[config.mk]
export PLATFORM = sky130hd
export DESIGN_NAME = pe_rx_sink
export DESIGN_NICKNAME = d
export VERILOG_FILES = /design/src/rtl/noc_pkg.sv /design/src/rtl/pe_rx_sink_fifo.sv /design/src/rtl/pe_rx_sink.sv
export SDC_FILE = /design/constraint.sdc
export NUM_CORES = 1
export LEC_CHECK = 0
export CAP_MARGIN = 20
export CORE_ASPECT_RATIO = 1.4
export CORE_MARGIN = 8
export CORE_UTILIZATION = 55
export CTS_CLUSTER_SIZE = 30
export DETAILED_ROUTE_END_ITERATION = 7
export PLACE_DENSITY = 0.82
export SLEW_MARGIN = 20
export SYNTH_ARGS = -nofsm -noshare
export SYNTH_HDL_FRONTEND = slang
export SYNTH_HIERARCHICAL = 1
export SYNTH_SLANG_ARGS = --single-unit
[constraint.sdc]
create_clock -name clk -period 6 [get_ports clk]
set_input_delay 1.2 -clock clk [delete_from_list [all_inputs] [get_ports clk]]
set_output_delay 1.2 -clock clk [all_outputs]
set_load 0.03 [all_outputs]
[src/rtl/noc_pkg.sv]
// Shared NoC types for the PE ejection endpoint: flit layout, field widths and sink FSM states.
package noc_pkg;

  localparam int DATA_WIDTH = 32;
  localparam int NODE_ID_W  = 3;
  localparam int SEQ_W      = 8;
  localparam int TS_W       = 8;
  localparam int PAYLOAD_W  = DATA_WIDTH - 2 * NODE_ID_W - SEQ_W - TS_W;

  typedef struct packed {
    logic [NODE_ID_W-1:0] dst;
    logic [NODE_ID_W-1:0] src;
    logic [SEQ_W-1:0]     seq;
    logic [TS_W-1:0]      ts;
    logic [PAYLOAD_W-1:0] payload;
  } flit_t;

  typedef enum logic [1:0] {
    IDLE,
    RUN,
    DONE
  } rx_state_e;

  function automatic logic [7:0] sat_inc8(input logic [7:0] v);
    return (v == 8'hFF) ? v : v + 8'd1;
  endfunction

endpackage

[src/rtl/pe_rx_sink_fifo.sv]
// Synchronous ingress FIFO (module rx_fifo) with occupancy count and a sticky overflow flag
// that records any push attempted while physically full.
module rx_fifo #(
  parameter int DEPTH = 4,
  parameter int WIDTH = 32
) (
  input  logic                       clk,
  input  logic                       rst_n,
  input  logic                       i_clear,
  input  logic                       i_push,
  input  logic [WIDTH-1:0]           i_pushData,
  input  logic                       i_pop,
  output logic [WIDTH-1:0]           o_popData,
  output logic [$clog2(DEPTH):0]     o_count,
  output logic                       o_empty,
  output logic                       o_full,
  output logic                       o_overflow
);

  localparam int AW = $clog2(DEPTH);
  localparam int CW = AW + 1;

  logic [WIDTH-1:0] r_mem [DEPTH];
  logic [AW-1:0]    r_wrPtr;
  logic [AW-1:0]    r_rdPtr;
  logic [CW-1:0]    r_count;
  logic             r_overflow;
  logic             w_pushAcc;
  logic             w_popAcc;

  assign o_full     = (r_count == CW'(DEPTH));
  assign o_empty    = (r_count == '0);
  assign o_count    = r_count;
  assign o_popData  = r_mem[r_rdPtr];
  assign o_overflow = r_overflow;
  assign w_pushAcc  = i_push && !o_full;
  assign w_popAcc   = i_pop && !o_empty;

  always_ff @(posedge clk or negedge rst_n) begin
    if (!rst_n) begin
      r_wrPtr    <= '0;
      r_rdPtr    <= '0;
      r_count    <= '0;
      r_overflow <= 1'b0;
    end else if (i_clear) begin
      r_wrPtr    <= '0;
      r_rdPtr    <= '0;
      r_count    <= '0;
      r_overflow <= 1'b0;
    end else begin
      if (w_pushAcc) r_wrPtr <= r_wrPtr + AW'(1);
      if (w_popAcc)  r_rdPtr <= r_rdPtr + AW'(1);
      r_count <= r_count + CW'(w_pushAcc) - CW'(w_popAcc);
      if (i_push && o_full) r_overflow <= 1'b1;
    end
  end

  // Storage carries no reset; validity is tracked entirely by the pointers and count.
  always_ff @(posedge clk) begin
    if (w_pushAcc && !i_clear) r_mem[r_wrPtr] <= i_pushData;
  end

endmodule

[src/rtl/pe_rx_sink.sv]
// PE ejection sink: buffers router flits, checks dst/sequence, tracks latency and task completion.
// Optional payload check enabled by defining RX_PAYLOAD_CHECK_EN (adds payload_err_cnt port).
module pe_rx_sink
  import noc_pkg::*;
#(
  parameter logic [2:0] MY_ID      = 3'd0,
  parameter int         FIFO_DEPTH = 4,
  parameter int         FULL_SLACK = 1
) (
  input  logic                  clk,
  input  logic                  rst_n,
  input  logic [DATA_WIDTH-1:0] data_r2p,
  input  logic                  valid_r2p,
  output logic                  full,
  input  logic                  enable,
  input  logic                  flush,
  input  logic [7:0]            receive_num,
  input  logic [7:0]            ts_now,
  output logic                  task_receive_finish_flag,
  output logic [7:0]            rx_count,
  output logic [7:0]            seq_err_flag,
  output logic [7:0]            misroute_cnt,
  output logic [7:0]            latency_min,
  output logic [7:0]            latency_max,
  output logic [15:0]           latency_sum
`ifdef RX_PAYLOAD_CHECK_EN
  ,
  output logic [7:0]            payload_err_cnt
`endif
);

  localparam int CW = $clog2(FIFO_DEPTH) + 1;
  localparam logic [CW-1:0] FULL_TH = CW'(FIFO_DEPTH - FULL_SLACK);

  rx_state_e             r_state, w_nextState;
  logic                  r_full, r_finish, r_s1Valid;
  flit_t                 r_s1Flit;
  logic [7:0]            r_rxCount, r_seqErr, r_misroute, r_latMin, r_latMax;
  logic [15:0]           r_latSum;
  logic [SEQ_W-1:0]      r_expSeq [8];
  logic [DATA_WIDTH-1:0] w_head;
  logic [CW-1:0]         w_fifoCount, w_countNext;
  logic                  w_fifoEmpty, w_fifoFull, w_unusedOverflow;
  logic                  w_pushReq, w_pushAcc, w_pop;
  logic                  w_dstOk, w_retire;
  logic [7:0]            w_lat, w_rxNext;
  logic [16:0]           w_sumExt;

  // A flit arriving together with flush is discarded rather than queued.
  assign w_pushReq   = valid_r2p && !flush;
  assign w_pushAcc   = w_pushReq && !w_fifoFull;
  assign w_pop       = ((r_state == RUN) || (r_state == DONE)) && !w_fifoEmpty && !flush;
  assign w_countNext = w_fifoCount + CW'(w_pushAcc) - CW'(w_pop);

  rx_fifo #(.DEPTH(FIFO_DEPTH), .WIDTH(DATA_WIDTH)) u_fifo (
    .clk       (clk),
    .rst_n     (rst_n),
    .i_clear   (flush),
    .i_push    (w_pushReq),
    .i_pushData(data_r2p),
    .i_pop     (w_pop),
    .o_popData (w_head),
    .o_count   (w_fifoCount),
    .o_empty   (w_fifoEmpty),
    .o_full    (w_fifoFull),
    .o_overflow(w_unusedOverflow)
  );

  assign w_dstOk  = (r_s1Flit.dst == MY_ID);
  assign w_retire = r_s1Valid && w_dstOk;
  assign w_lat    = ts_now - r_s1Flit.ts;
  assign w_sumExt = {1'b0, r_latSum} + {9'b0, w_lat};
  assign w_rxNext = w_retire ? sat_inc8(r_rxCount) : r_rxCount;

  always_comb begin
    w_nextState = r_state;
    case (r_state)
      IDLE: if (enable) w_nextState = RUN;
      RUN: begin
        if (!enable)                       w_nextState = IDLE;
        else if (w_rxNext == receive_num)  w_nextState = DONE;
      end
      DONE:    w_nextState = DONE;
      default: w_nextState = IDLE;
    endcase
    if (flush) w_nextState = IDLE;
  end

  always_ff @(posedge clk or negedge rst_n) begin
    if (!rst_n) begin
      r_state  <= IDLE;
      r_full   <= 1'b0;
      r_finish <= 1'b0;
    end else if (flush) begin
      r_state  <= IDLE;
      r_full   <= 1'b0;
      r_finish <= 1'b0;
    end else begin
      r_state  <= w_nextState;
      r_full   <= (w_countNext >= FULL_TH);
      r_finish <= r_finish || (r_state == DONE);
    end
  end

  // S0 pops the head into S1; S1 applies all checks and statistics on the next edge.
  always_ff @(posedge clk or negedge rst_n) begin
    if (!rst_n) begin
      r_s1Valid <= 1'b0;
      r_s1Flit  <= '0;
    end else if (flush) begin
      r_s1Valid <= 1'b0;
    end else begin
      r_s1Valid <= w_pop;
      if (w_pop) r_s1Flit <= w_head;
    end
  end

  always_ff @(posedge clk or negedge rst_n) begin
    if (!rst_n) begin
      r_rxCount  <= '0;
      r_seqErr   <= '0;
      r_misroute <= '0;
      r_latMin   <= 8'hFF;
      r_latMax   <= '0;
      r_latSum   <= '0;
      for (int i = 0; i < 8; i++) r_expSeq[i] <= '0;
    end else if (flush) begin
      r_rxCount  <= '0;
      r_seqErr   <= '0;
      r_misroute <= '0;
      r_latMin   <= 8'hFF;
      r_latMax   <= '0;
      r_latSum   <= '0;
      for (int i = 0; i < 8; i++) r_expSeq[i] <= '0;
    end else if (r_s1Valid) begin
      if (!w_dstOk) begin
        r_misroute <= sat_inc8(r_misroute);
      end else begin
        r_rxCount <= w_rxNext;
        if (w_lat < r_latMin) r_latMin <= w_lat;
        if (w_lat > r_latMax) r_latMax <= w_lat;
        r_latSum <= w_sumExt[16] ? 16'hFFFF : w_sumExt[15:0];
      end
      if (r_s1Flit.seq != r_expSeq[r_s1Flit.src]) r_seqErr[r_s1Flit.src] <= 1'b1;
      r_expSeq[r_s1Flit.src] <= r_s1Flit.seq + 8'd1;
    end
  end

`ifdef RX_PAYLOAD_CHECK_EN
  logic [7:0] r_payloadErrCnt;
  logic       w_payloadOk;

  assign w_payloadOk     = (r_s1Flit.payload == {r_s1Flit.src, r_s1Flit.seq[6:0]});
  assign payload_err_cnt = r_payloadErrCnt;

  always_ff @(posedge clk or negedge rst_n) begin
    if (!rst_n)                         r_payloadErrCnt <= '0;
    else if (flush)                     r_payloadErrCnt <= '0;
    else if (r_s1Valid && !w_payloadOk) r_payloadErrCnt <= sat_inc8(r_payloadErrCnt);
  end
`else
  logic [PAYLOAD_W-1:0] w_unusedPayload;
  assign w_unusedPayload = r_s1Flit.payload;
`endif

  assign full                     = r_full;
  assign task_receive_finish_flag = r_finish;
  assign rx_count                 = r_rxCount;
  assign seq_err_flag             = r_seqErr;
  assign misroute_cnt             = r_misroute;
  assign latency_min              = r_latMin;
  assign latency_max              = r_latMax;
  assign latency_sum              = r_latSum;

endmodule

==> impl_metrics.toml <==
[yosys]
syn-num-nets = 1070
cells_after_synth = 967
synthesis.area_mm2 = 0.0118
synthesized_area_per_cell_um2 = 12.2
yosysWarnings = 6

[hold_path]
hold_wc_path_type = "reg -> reg"
holdCritStartpoint = "r_s1Flit[26]"

[routing]
drt-wirelength-per-cell_um = 18.8
vias = 7907
drt_pass1_iterations = 5
drc_violations_left = 0
detail_route_antenna_nets = 0
drtIter0Drc = 595
wirelength_um = 25100
via_per_inst = 5.94

[timing]
worstMarginPinSlew_ns = 1.10
grt_setup_unrepaired = "no"
slew_viol_final = 0
clock_skew_ns = 0.0153
timing.final.setup_violations = 0
timing.final.crit_share_pct = 77.8
timing_limited_maximum_frequency_ghz = 0.214
setup-tns-final_ns = 0
slew_headroom_pct = 26.7
setup_ws_ns = 1.33
finalHoldViolCount = 0
fin_crit_ns = 4.67

[floorplan]
initial_standard_cell_utilization_of_the_core_pct = 55.8
design.core.area_mm2 = 0.0211
rows = 63
design.die.area_mm2 = 0.0264
boundaryPins = 111
die_w_um = 140
chipHeight_um = 189

[cts]
ctsResizeCount = 0
cts.path.max_buffers = 3
post_cts.repair.setup_buffers = 0
clock_sink_count = 242
cts_hold_buf = 0
cts-root-buf = "sky130_fd_sc_hd__clkbuf_16"
tritoncts = "built"
worstSkewPairLatency_ns = 0.52
worst_setup_hold_path_clk_slew_ns = 0.06
tritoncts.num_buffers = 23
cts.htree.levels = 1

[finish]
nNetsFinal = 1159
antennaDiodeCount = 0
flow.area_growth_from_synthesis_pct = 16.3
drive_above_1_share_pct = 9.51

[critical_path]
critPathKind = "in -> reg"
launch_point_of_the_worst_path = "ts_now[1]"
r2r_start = "r_s1Flit[11]"
startpoint_type = "input port"
crit_fanout = 7
setup.worst_path.end_class = "flop"
critPathArrivalTime_ns = 5.05
timing.critical_path.required_ns = 6.38

[grt]
globalRouteTotalUtil_pct = 19.1
antenna_found_initial = 0
grt-ovfl-total = 0
grt_max_degree = 115
wire_length_of_the_first_global_routing_pass_um = 41200
first_global_vias = 8138

[placement]
port-buffer-count = 100
place.detailed.hpwl_um = 16800
gp_congestion = 0.844
preCtsSetupSlack_ns = 0.913

[power_and_ir_drop]
power.static_leakage_nw = 5.50
ir_worst_vdd_mv = 0.227
pwr_cell_area_mw_per_mm2 = 336

[flow_run]
drv.max_cap_violation_count = 0

[run_status]
run_status = "finished clean"
metal layers:
layer  routed length (um)  GRT usage [%]
met4                  905           8.34
met1                10100           22.9
met2                12900           33.5
met5                    0              0
met3                 1180           2.77
through the flow:
stage / hold slack [ns] / instances / total power, mW / instance area [um^2] / util (%)
finish: 0.511 / 1332 / 4.61 / 13700 / 64.9
global route: 0.533 / 1332 / 4.86 / 13700 / 64.9
CTS: 0.513 / 1332 / 4.63 / 13700 / 64.8
detailed placement: 0.499 / 1291 / 3.23 / 13000 / 61.5
global placement: 0.493 / 1291 / 3.19 / 13000 / 61.5
floorplan: 0.481 / 967 / 2.88 / 11800 / -
registers in the layout (all words and copies together) (netlist names), 8 cells and up:
register and flops:
misroute_cnt 8, rx_count 8, r_expSeq 64, seq_err_flag 8, latency_sum 16, r_s1Flit 22
latency_min 8, latency_max 8, u_fifo/r_mem 88
path summary, 6_finish.rpt:
check                            endpoint  slack, ns  depth (start not counted)
min in group asynchronous    r_s1Flit[12]       0.81                          1
setup / recovery           latency_max[6]       1.33                         15
setup reg to reg           latency_max[6]       2.08                         15
hold reg to reg              r_s1Flit[26]       0.51                          1
max in group asynchronous    r_s1Flit[19]       4.07                          2
hold / removal               r_s1Flit[26]       0.51                          1
critical path, cell delays in order:
cell and delay (ns):
sky130_fd_sc_hd__clkdlybuf4s50_1 0.47, sky130_fd_sc_hd__ha_1 0.30, sky130_fd_sc_hd__nor2b_1 0.13, sky130_fd_sc_hd__o21ai_0 0.21, sky130_fd_sc_hd__a21boi_0 0.17, sky130_fd_sc_hd__o21ai_0 0.28
sky130_fd_sc_hd__a21oi_1 0.13, sky130_fd_sc_hd__xnor2_1 0.30, sky130_fd_sc_hd__inv_1 0.18, sky130_fd_sc_hd__ha_1 0.33, sky130_fd_sc_hd__nand3_1 0.10, sky130_fd_sc_hd__o311ai_1 0.70
sky130_fd_sc_hd__buf_4 0.29, sky130_fd_sc_hd__mux2i_1 0.22, sky130_fd_sc_hd__nor2_1 0.06
placed cells by master, fill, tap and decap left out, types with 5 or more instances in the layout:
master	n
sky130_fd_sc_hd__o21ai_0	38
sky130_fd_sc_hd__o32ai_1	8
sky130_fd_sc_hd__nor2_1	110
sky130_fd_sc_hd__clkdlybuf4s50_1	98
sky130_fd_sc_hd__nor2b_1	7
sky130_fd_sc_hd__and2_1	6
sky130_fd_sc_hd__mux4_2	14
sky130_fd_sc_hd__nor3_1	14
sky130_fd_sc_hd__ha_1	46
sky130_fd_sc_hd__a21o_1	5
sky130_fd_sc_hd__mux2_2	18
sky130_fd_sc_hd__or3_1	5
sky130_fd_sc_hd__nand4_1	6
sky130_fd_sc_hd__xnor2_1	21
sky130_fd_sc_hd__a21oi_1	36
sky130_fd_sc_hd__a31oi_1	5
sky130_fd_sc_hd__and3_1	5
sky130_fd_sc_hd__clkinv_1	9
sky130_fd_sc_hd__dfstp_2	8
sky130_fd_sc_hd__dfrtp_1	146
sky130_fd_sc_hd__a211oi_1	52
sky130_fd_sc_hd__clkbuf_1	6
sky130_fd_sc_hd__nand3_1	18
sky130_fd_sc_hd__xor2_1	21
sky130_fd_sc_hd__inv_1	57
sky130_fd_sc_hd__nand2_1	49
sky130_fd_sc_hd__clkbuf_16	23
sky130_fd_sc_hd__buf_4	15
sky130_fd_sc_hd__mux2i_1	41
sky130_fd_sc_hd__mux4_1	16
sky130_fd_sc_hd__edfxtp_1	88
where the power goes:
part,internal [mW],switching (mW),leakage (nW)
registers,1.83,0.103,2.87
logic,0.511,0.792,2.30
clock network,0.787,0.589,0.332
cell type report:
class                   instances  area (um^2)
fillers                      1582         7420
flip-flops and latches        242         6510
multi-input cells             615         4840
repair buffers                114         1110
clock buffers                  29          598
well taps                     260          325
inverters                      60          225
clock inverters                12          103
Power figures use the tool's default switching activity.
